## src/rtl/bp_cfg_loader_pkg.sv

```systemverilog
// bp_cfg_loader_pkg: shared state encoding, packet layout and width helpers for the config loader
package bp_cfg_loader_pkg;

    typedef enum logic [1:0] {
        e_idle     = 2'd0,
        e_send     = 2'd1,
        e_unfreeze = 2'd2,
        e_done     = 2'd3
    } bp_cfg_loader_state_e;

    function automatic int bp_safe_clog2(input int n);
        return (n > 1) ? $clog2(n) : 1;
    endfunction

    function automatic logic [31:0] bp_freeze_idx(input int w);
        return (32'd1 << w) - 32'd1;
    endfunction

endpackage

`define BP_CFG_PKT_S(cw, fw, dw) struct packed { logic [(cw)-1:0] core; logic [(fw)-1:0] field; logic [(dw)-1:0] data; }

```

## src/rtl/bp_cfg_next_core.sv

```systemverilog
// bp_cfg_next_core: lowest set mask bit strictly above i_cur (i_cur all-ones means -1)
module bp_cfg_next_core
    import bp_cfg_loader_pkg::*;
#(
    parameter int num_core_p      = 4,
    parameter int core_id_width_p = bp_safe_clog2(num_core_p)
) (
    input  logic [num_core_p-1:0]      i_mask,
    input  logic [core_id_width_p:0]   i_cur,
    output logic [core_id_width_p-1:0] o_core,
    output logic                       o_found
);

    logic [core_id_width_p:0] w_lo;

    assign w_lo = i_cur + (core_id_width_p + 1)'(1);

    always_comb begin
        o_core  = '0;
        o_found = 1'b0;
        for (int i = num_core_p - 1; i >= 0; i--)
            if (i_mask[i] && ((core_id_width_p + 1)'(i) >= w_lo)) begin
                o_core  = core_id_width_p'(i);
                o_found = 1'b1;
            end
    end

endmodule

```

## src/rtl/bp_cfg_loader.sv

```systemverilog
// bp_cfg_loader: host-overridable config table broadcast to each enabled core, then freeze-release
module bp_cfg_loader
    import bp_cfg_loader_pkg::*;
#(
    parameter int num_core_p       = 4,
    parameter int num_fields_p     = 8,
    parameter int field_width_p    = 64,
    parameter logic [num_fields_p*field_width_p-1:0] default_fields_p = '0,
    parameter int freeze_release_p = 1,
    parameter int core_id_width_p  = bp_safe_clog2(num_core_p),
    parameter int field_id_width_p = bp_safe_clog2(num_fields_p + 1)
) (
    input  logic                        clk_i,
    input  logic                        reset_i,
    input  logic                        start_i,
    input  logic [num_core_p-1:0]       core_mask_i,
    input  logic                        ovr_v_i,
    output logic                        ovr_ready_o,
    input  logic [field_id_width_p-1:0] ovr_addr_i,
    input  logic [field_width_p-1:0]    ovr_data_i,
    output logic                        cfg_v_o,
    input  logic                        cfg_ready_i,
    output logic [core_id_width_p-1:0]  cfg_core_o,
    output logic [field_id_width_p-1:0] cfg_field_o,
    output logic [field_width_p-1:0]    cfg_data_o,
    output logic                        busy_o,
    output logic                        done_o
);

    localparam int fiw = bp_safe_clog2(num_fields_p);
    localparam logic [31:0] freeze_full = bp_freeze_idx(field_id_width_p);
    localparam logic [field_id_width_p-1:0] freeze_idx = freeze_full[field_id_width_p-1:0];
    localparam logic [field_id_width_p-1:0] last_field = field_id_width_p'(num_fields_p - 1);

    typedef `BP_CFG_PKT_S(core_id_width_p, field_id_width_p, field_width_p) pkt_t;

    bp_cfg_loader_state_e      r_state;
    logic [field_width_p-1:0]  r_table [num_fields_p];
    logic [num_core_p-1:0]     r_mask;
    logic [core_id_width_p-1:0] r_core;
    logic [field_id_width_p-1:0] r_field;

    logic w_idle, w_start, w_ovr_we, w_hs, w_last, w_adv, w_found;
    logic [num_core_p-1:0]      w_mask;
    logic [core_id_width_p:0]   w_cur;
    logic [core_id_width_p-1:0] w_next;
    pkt_t                       w_pkt;

    assign w_idle   = (r_state == e_idle) || (r_state == e_done);
    assign w_start  = w_idle && start_i;
    assign w_ovr_we = w_idle && ovr_v_i && (ovr_addr_i < field_id_width_p'(num_fields_p));
    assign w_hs     = cfg_v_o && cfg_ready_i;
    assign w_last   = r_field == last_field;
    assign w_adv    = w_hs && ((r_state == e_unfreeze) || (w_last && (freeze_release_p == 0)));

    assign w_mask = w_idle ? core_mask_i : r_mask;
    assign w_cur  = w_idle ? {(core_id_width_p + 1){1'b1}} : {1'b0, r_core};

    bp_cfg_next_core #(
        .num_core_p      (num_core_p),
        .core_id_width_p (core_id_width_p)
    ) next_core (
        .i_mask  (w_mask),
        .i_cur   (w_cur),
        .o_core  (w_next),
        .o_found (w_found)
    );

    always_ff @(posedge clk_i or posedge reset_i) begin
        if (reset_i) begin
            r_state <= e_idle;
            r_mask  <= '0;
            r_core  <= '0;
            r_field <= '0;
            for (int i = 0; i < num_fields_p; i++)
                r_table[i] <= default_fields_p[i*field_width_p +: field_width_p];
        end else begin
            if (w_ovr_we)
                r_table[ovr_addr_i[fiw-1:0]] <= ovr_data_i;
            if (w_start || w_adv) begin
                r_core  <= w_next;
                r_field <= '0;
                r_state <= w_found ? e_send : e_done;
            end else if (w_hs && w_last) begin
                r_state <= e_unfreeze;
            end else if (w_hs) begin
                r_field <= r_field + field_id_width_p'(1);
            end
            if (w_start)
                r_mask <= core_mask_i;
        end
    end

    always_comb begin
        w_pkt.core  = r_core;
        w_pkt.field = (r_state == e_unfreeze) ? freeze_idx : r_field;
        w_pkt.data  = (r_state == e_unfreeze) ? '0 : r_table[r_field[fiw-1:0]];
    end

    assign cfg_v_o     = (r_state == e_send) || (r_state == e_unfreeze);
    assign busy_o      = cfg_v_o;
    assign done_o      = r_state == e_done;
    assign ovr_ready_o = w_idle;
    assign cfg_core_o  = w_pkt.core;
    assign cfg_field_o = w_pkt.field;
    assign cfg_data_o  = w_pkt.data;

endmodule

```

## config.mk

```make
export PLATFORM = sky130hd
export DESIGN_NAME = bp_cfg_loader
export DESIGN_NICKNAME = d
export VERILOG_FILES = /design/src/rtl/bp_cfg_loader_pkg.sv /design/src/rtl/bp_cfg_next_core.sv /design/src/rtl/bp_cfg_loader.sv
export SDC_FILE = /design/constraint.sdc
export NUM_CORES = 1
export LEC_CHECK = 0
export CAP_MARGIN = 20
export CORE_ASPECT_RATIO = 0.5
export CORE_MARGIN = 2
export CORE_UTILIZATION = 64
export DETAILED_ROUTE_END_ITERATION = 6
export GPL_TIMING_DRIVEN = 0
export MAX_ROUTING_LAYER = met4
export PLACE_DENSITY = 0.84
export SLEW_MARGIN = 25
export SYNTH_ARGS = -nofsm -noshare
export SYNTH_HDL_FRONTEND = slang
export SYNTH_SLANG_ARGS = --single-unit
```

## constraint.sdc

```tcl
create_clock -name clk_i -period 51.3 [get_ports clk_i]
set_input_delay 7.695 -clock clk_i [delete_from_list [all_inputs] [get_ports clk_i]]
set_output_delay 7.695 -clock clk_i [all_outputs]
set_load 0.005 [all_outputs]
```

# --- Word level (Yosys, flattened, before mapping) ---
# Index checks and enable logic that the tools add are counted.
classes:
  eq_ne: 5
  n_lt_le_gt_ge: 8
  bitwise: 2
  addsub: 2
  n_reduce_logical: 18
  mux: 24
op_table:
  columns: ["cell", "n"]
  rows:
  - ["$bwmux W512", 1]
  - ["$mux W64", 4]
  - ["$bmux W64 S3", 1]
  - ["$demux W64 S3", 1]
  - ["$mux W4", 5]
  - ["$mux W2", 7]
  - ["$logic_and A1 B1 Y1", 11]
  - ["$ge A4 B4 Y1 const B", 2]
  - ["$not A3 Y4", 2]
  - ["$ge A1 B3 Y1 const A", 2]
  - ["$ge A2 B3 Y1 const A", 2]
  - ["$add A4 B1 Y4 const B", 1]
  - ["$eq A2 B2 Y1 const B", 2]
  - ["$eq A4 B3 Y1 const B", 1]
  - ["$lt A4 B1 Y1 const B", 1]
  - ["$lt A4 B4 Y1 const B", 1]
  - ["$mux W1", 4]
  - ["$reduce_bool A2 Y1", 2]
  - ["$add A3 B1 Y3 const B", 1]
  - ["$logic_or A1 B1 Y1", 3]
  - ["$mux W3", 1]
  - ["$eq A2 B1 Y1 const B", 1]
  - ["$logic_not A2 Y1", 1]
  - ["$ne A2 B2 Y1 const B", 1]
  - ["$reduce_and A2 Y1", 1]
word_totals:
  output_inout_bits: 74
  reg_bits: 524

# --- Longest topological paths before layout ---
# Gate-level depths: netlist (run 1).
depth:
  word_depth: 12
  ltp_mapped: 9
  ltp_nobuf: 9

# --- By module ---
# Synthesis (run 1) repeated with hierarchy kept, for this count alone.
unflattened:
  hier_cells: 1623
  area_unflattened_um2: 24074.3
by_module_without_submodules:
  columns: ["module", "seq_area_each_um2", "instances", "area_each_um2", "cells_per_inst"]
  rows:
  - ["bp_cfg_loader", 13112.6, 1, 23936.7, 1604]
  - ["bp_cfg_next_core", 0.0, 1, 137.6, 19]

# --- Least setup slack after synthesis (run 1) ---
# Ideal clock, no wire load.
synth_path:
  path_type: "register to output"
  from: "reg r_field[1]"
  to: "out cfg_data_o[10]"
  t_required_ps: 43605
  arrival_time_ps: 1842
  slack_ps: 41763
  path_buffers: 3
  stages_incl_launch_ff: 6
  path_cell_list: "dfrtp_1 -> clkbuf_1 -> buf_2 -> buf_2 -> mux4_2 -> a22o_1"
synth_between:
  elab_chain_cells: 5
synth_rtl:
  columns: ["item", "line", "source"]
  rows:
  - ["from (decl)", "bp_cfg_loader.sv:41", "logic [field_id_width_p-1:0] r_field;"]
  - ["from (signal assigned)", "bp_cfg_loader.sv:87", "r_field <= r_field + field_id_width_p'(1);"]
  - ["$not A3 Y4 (implied by the code)", "bp_cfg_loader.sv:97", "w_pkt.data = (r_state == e_unfreeze) ? '0 : r_table[r_field[fiw-1:0]];"]
  - ["$bmux W64 S3", "bp_cfg_loader.sv:97", null]
  - ["$mux W64 (implied by the code) (2 in a row)", "bp_cfg_loader.sv:97", null]
  - ["$mux W64", "bp_cfg_loader.sv:97", null]
  - ["to (decl)", "bp_cfg_loader.sv:25", "output logic [field_width_p-1:0] cfg_data_o,"]
# No other way between the ends. The select of a mux whose other input is x is not followed.

# --- Worst setup path in the final report (run 1) ---
layout_path:
  from: "reg r_state[1]"
  to: "out cfg_data_o[61]"
layout_between:
  elab_chain_cells: 2
layout_rtl:
  columns: ["item", "line", "source"]
  rows:
  - ["from (decl)", "bp_cfg_loader.sv:37", "bp_cfg_loader_state_e r_state;"]
  - ["from (signal assigned)", "bp_cfg_loader.sv:71", "r_state <= e_idle;"]
  - ["from (signal assigned)", "bp_cfg_loader.sv:83", "r_state <= w_found ? e_send : e_done;"]
  - ["from (signal assigned)", "bp_cfg_loader.sv:85", "r_state <= e_unfreeze;"]
  - ["$eq A2 B2 Y1", "bp_cfg_loader.sv:97", null]
  - ["$mux W64", "bp_cfg_loader.sv:97", null]
# No other way between the ends.

==> results.json, run 1 <==
{
  "fin_nets": 1684,
  "fin_crit_sh_pct": 22.3,
  "timing.fmax_ghz": 0.0873,
  "drive_gt1_share_pct": 49.8,
  "drt-total-wl_um": 55600,
  "via_count": 13700,
  "critPathKind": "flip-flop to primary output",
  "holdBufCountCts": 0,
  "arrival_ns": 3.76,
  "cts_tree": "done",
  "cts_max_level": 2,
  "crit_start": "r_state[1]",
  "maxSlewViolCount": 0,
  "hold_start": "r_table[104]",
  "drt_iter0_markers": 848,
  "grt_first_pass_wirelength_um": 87700,
  "min_path_type": "flip-flop to flip-flop",
  "die_x_um": 275,
  "r2r_start": "r_state[1]",
  "synth_edf_count": 0,
  "die_h_um": 139,
  "synthFlopType": "dfrtp_1",
  "synthTopCellsByArea": "dfrtp_1 56%, mux2_2 25%, mux4_2 12%",
  "firstDrtPassIters": 5,
  "cts_setup_buffers": 0,
  "yosysTopAreaCellShare_pct": 55.8,
  "synth_top_family_by_area": "multiplexers",
  "drc_errors": 0,
  "areaGrowthSynthToFinish_pct": 16.4,
  "synthArstFlopShare_pct": 100,
  "clock_latency_ns": 0.56,
  "final_common_cell": "dfrtp_1",
  "grt_pass1_vias": 15300,
  "synth-compound-area-share_pct": 2.73,
  "tns_ns": 0,
  "power_w": 0.00141,
  "cp.required_ns": 43.60,
  "slew_headroom_pct": 36.1,
  "ir_drop_v": 0.0000273,
  "core_um2": 36000,
  "synth_mux_area_share_pct": 37.0,
  "maxCapViolCount": 0,
  "tightest_slew_ns": 0.959,
  "fin_skew_ns": 0.00755,
  "port_buffers": 150,
  "grt_overflow": 0,
  "wl_per_cell_um": 26.1,
  "status": "complete, no violations",
  "vias_per_cell": 6.42,
  "place.gp.congestion": 0.854,
  "critPathMostFrequentCell": "clkbuf_1",
  "die_area_um2": 38300,
  "worstPathCellList": "ha_1 -> nor2_1 -> clkbuf_1 -> clkbuf_1 -> a22o_1 -> clkdlybuf4s50_1",
  "syn-cell-area_um2": 23400,
  "cts_made_buffers": 45,
  "ctsRootBufferMaster": "clkbuf_16",
  "rsz0062_at_grt": "no",
  "synth_top_cell_by_area": "dfrtp_1",
  "antenna_left": 0,
  "yosysSeqAreaShare_pct": 55.8,
  "clock_path_buffers": 3,
  "cts.sinks": 523,
  "path_clk_slew_ns": 0.07,
  "hpwlAfterDp_um": 35900,
  "endpoint_kind": "primary output",
  "start_util_pct": 65.1,
  "max_stage_delay_ns": 0.69,
  "synth_nets": 1482,
  "power.leakage_nw": 12.8,
  "postCtsResizedCells": 0,
  "cp_max_fo": 10,
  "grt_usage_pct": 31.2,
  "critPathBufInv": 3,
  "start_kind": "flip-flop",
  "hold_violations": 0,
  "syn_inst": 1401,
  "yosys_warnings": 0,
  "final_cell_mix": "523 x dfrtp_1, 515 x mux2_2, 150 x clkdlybuf4s50_1",
  "min_period_ns": 11.45,
  "io_pins": 151,
  "cp_top_family": "buffers and inverters",
  "power.density_nw_per_um2": 51.8,
  "antenna_found_initial": 5,
  "synth-simple-area-share_pct": 1.11,
  "syn_avg_cell_area_um2": 16.7,
  "row_count": 49,
  "synthAdderAreaFrac_pct": 0.214,
  "crit_path_top_delay_cell": "clkbuf_1",
  "synth-seq-cells": 523,
  "synthXorXnorAreaFrac_pct": 0.112,
  "rrSetupSlack_ns": 48.49,
  "setup_viol": 0,
  "ys_types": 37,
  "grt_max_degree": 106
}
==> flip-flops by register name (all words and copies together) (netlist names) <==
name / flops
cfg_core_o: 2
r_field: 4
r_mask: 3
r_state: 2
r_table: 512
==> routing by layer <==
| layer | GRT usage, % | wire length [µm] |
|---|---|---|
| met3 | 5.37 | 2710 |
| met4 | 10.4 | 1590 |
| met5 | - | 0 |
| met1 | 40.5 | 23100 |
| met2 | 50.6 | 28200 |
==> cell usage after synthesis (5+ instances only) <==
master    number
a21oi_1        8
a22o_1        64
buf_2         54
buf_6         20
clkbuf_1      17
clkbuf_8       6
dfrtp_1      523
inv_1          8
mux2_2       515
mux4_2       128
nand2_1        9
nor2_1         6
or2_2          5
==> area by class of cell <==
type | count | area [µm²]
Fill cell | 2054 | 8700
Clock inverter | 16 | 215
Sequential cell | 523 | 13100
Multi-Input combinational cell | 770 | 9660
Antenna cell | 5 | 12.5
Tap cell | 484 | 606
Clock buffer | 68 | 1380
Timing Repair Buffer | 155 | 1640
Inverter | 8 | 37.5
Buffer | 100 | 661
==> where the power goes <==
group          internal [W]  switching (W)  total (W)
sequential         0.000519      0.0000567   0.000576
clock              0.000211       0.000154   0.000365
combinational      0.000269       0.000204   0.000472
==> per-stage QoR <==
stage               util (%)  hold WS (ns)  worst slack (ns)  std cells  area (µm²)
global route            75.8         0.511             39.75       2129       27300
CTS                     75.8         0.503             39.89       2124       27300
finish                  75.8         0.502             39.85       2129       27300
global placement        71.0         0.481             24.95       2035       25500
floorplan                  -         0.471             28.99       1401       23400
detailed placement      71.4         0.487             40.51       2040       25700
==> final timing paths <==
kind / to / depth (start not counted)
max reg2reg: r_table[399] / 6
min in group asynchronous: r_table[184] / 2
min: r_table[104] / 1
min reg2reg: r_table[104] / 1
max: cfg_data_o[61] / 6
max in group asynchronous: r_table[134] / 5
==> cell families (layout without fill, tap and decap cells) <==
| kind of cell | after synthesis | count (layout) |
|---|---|---|
| adder cells (fa/ha/maj) | 4 | 4 |
| AND/OR/NAND/NOR | 43 | 43 |
| other | 0 | 5 |
| flip-flops | 523 | 523 |
| AO/OA/AOI/OAI | 77 | 77 |
| XOR/XNOR | 3 | 3 |
| buffers and inverters | 108 | 347 |
| multiplexers | 643 | 643 |
Power figures use the tool's default switching activity.
==> run 2, diff against run 1 <==
Settings changed: CORE_UTILIZATION 64 to 59, PLACE_DENSITY 0.84 to 0.79.
Clock period 51.3 ns to 11.3 ns, I/O delays scaled along.
==> run 2 against run 1 <==
Effect of this change:
- final cell count increased by 2.2%
- via count is 0.67% lower
- critical path depth rose by 1
- first-iteration DRC count increased by 2.9%
- global-route usage down 2.6 points
- total power increased to 4.5 times the previous value
- clock power grew to 4.2 times the previous value
- core utilization decreased by 5.5 points
- combinational power increased to 4.6 times the previous value
- critical path type unchanged
- largest cell class unchanged
==> results.json, run 2 (synthesis results as in run 1) <==
{
  "antenna_left": 0,
  "via_count": 13600,
  "fin_crit_sh_pct": 48.6,
  "final_cell_mix": "523 x dfrtp_1, 515 x mux2_2, 150 x clkdlybuf4s50_1",
  "worst-path-stages": 7,
  "register_area_um2": 13100,
  "maxSlewViolCount": 0,
  "grt_max_degree": 37,
  "min_path_type": "flip-flop to flip-flop",
  "ff2ff_path_depth": 7,
  "arrival_ns": 3.80,
  "cts_made_buffers": 45,
  "fin_skew_ns": 0.0149,
  "clock_latency_ns": 0.55,
  "firstDrtPassIters": 5,
  "clock_path_buffers": 3,
  "vias_per_cell": 6.23,
  "drt_iter0_markers": 873,
  "slew_headroom_pct": 35.5,
  "critPathBufInv": 4,
  "ctsRootBufferMaster": "clkbuf_16",
  "timing.fmax_ghz": 0.182,
  "largest_reg_flops": 512,
  "place.gp.congestion": 0.831,
  "die_area_um2": 41400,
  "critPathKind": "flip-flop to primary output",
  "hold_violations": 0,
  "top_layer_used": "met4",
  "grt_usage_pct": 28.6,
  "postCtsResizedCells": 0,
  "grt_pass1_vias": 15200,
  "worstPathCellList": "inv_1 -> ha_1 -> nor2_1 -> clkbuf_1 -> clkbuf_1 -> a22o_1 -> clkdlybuf4s50_1",
  "min_period_ns": 5.49,
  "wl_met1_um": 23700,
  "min_to": "r_table[376]",
  "path_clk_slew_ns": 0.07,
  "wl_met3_um": 2680,
  "hpwlAfterDp_um": 37200,
  "reg_top3": "r_table: 512 flops, r_field: 4 flops, r_mask: 3 flops",
  "row_count": 51,
  "cts_max_level": 2,
  "cp_max_fo": 10,
  "crit_start": "r_state[0]",
  "tns_ns": 0,
  "fin_nets": 1697,
  "start_util_pct": 60.0,
  "status": "complete, no violations",
  "endpoint_kind": "primary output",
  "finish.utilization_pct": 70.3,
  "power.leakage_nw": 12.8,
  "regMostFlops": "r_table",
  "critPathMostFrequentCell": "clkbuf_1",
  "cp_top_family": "buffers and inverters",
  "cp.required_ns": 9.61,
  "grt_overflow": 0,
  "io_pins": 151,
  "drive_gt1_share_pct": 50.0,
  "rrSetupSlack_ns": 8.51,
  "maxCapViolCount": 0,
  "core_um2": 39100,
  "cts_setup_buffers": 0,
  "r2r_start": "r_state[0]",
  "ir_drop_v": 0.000116,
  "crit_path_top_delay_cell": "clkbuf_1",
  "start_kind": "flip-flop",
  "cts_tree": "done",
  "power.density_nw_per_um2": 230,
  "regToRegEndpoint": "r_table[388]",
  "drt-total-wl_um": 55700,
  "max_stage_delay_ns": 0.71,
  "cts.sinks": 523,
  "areaGrowthSynthToFinish_pct": 17.2,
  "nFillCells": 2459,
  "wl_per_cell_um": 25.6,
  "grt_first_pass_wirelength_um": 88100,
  "final_common_cell": "dfrtp_1",
  "rsz0062_at_grt": "no",
  "holdBufCountCts": 0,
  "wl_met2_um": 28200,
  "hold_start": "r_table[376]",
  "multiInputGateArea_um2": 9660,
  "drc_errors": 0,
  "hold_depth": 1,
  "die_h_um": 145,
  "die_x_um": 286,
  "setup_viol": 0,
  "antenna_found_initial": 1,
  "tightest_slew_ns": 0.967,
  "port_buffers": 150
}
==> run 2: worst max-delay path by stage <==
stage                endpoint  slack [ns]
2_1_floorplan   cfg_core_o[0]        2.50
3_3_place_gp     r_table[325]        0.18
3_5_place_dp   cfg_data_o[60]        6.51
4_1_cts         cfg_data_o[7]        5.89
5_1_grt         cfg_data_o[7]        5.67
6_report        cfg_data_o[7]        5.81
==> run 2: metrics by stage <==
stage / instance area, µm² / hold WS, ns / std cells / setup WS, ns / total power, W
2_1_floorplan: 23400 / 0.471 / 1401 / 2.50 / 0.00394
3_3_place_gp: 25600 / 0.481 / 2081 / 0.178 / 0.00466
3_5_place_dp: 26000 / 0.489 / 2099 / 6.51 / 0.00479
4_1_cts: 27500 / 0.504 / 2175 / 5.89 / 0.00634
5_1_grt: 27500 / 0.512 / 2176 / 5.67 / 0.00660
6_report: 27500 / 0.503 / 2176 / 5.81 / 0.00630
==> run 2: worst reg2reg max path, cell delays in order, from the launching register on <==
cell and delay [ns]:
dfrtp_1 0.36, inv_1 0.06, ha_1 0.40, nand4b_1 0.26, nand2b_1 0.15, clkbuf_1 0.57
buf_2 0.47, mux2_2 0.40
==> run 2: area by class of cell <==
type                            count  share of cell area, %
Sequential cell                   523                   47.7
Timing Repair Buffer              168                   6.94
Buffer                            100                   2.41
Inverter                            8                  0.123
Tap cell                          530                   2.42
Clock buffer                       67                   4.91
Antenna cell                        1                0.00911
Multi-Input combinational cell    770                   35.2
Clock inverter                      9                  0.355
==> run 2: power by group <==
| part | switching (W) | internal (W) |
|---|---|---|
| logic | 0.000921 | 0.00123 |
| registers | 0.000252 | 0.00236 |
| clock network | 0.000678 | 0.000867 |
| total | 0.00185 | 0.00445 |
==> run 2: metal layers <==
metal / GRT usage (%) / vias to the layer above
met1: 37.4 / 7414
met2: 47.1 / 344
met4: 6.73 / 0
met5: - / -
met3: 5.08 / 88
li1: - / 5721
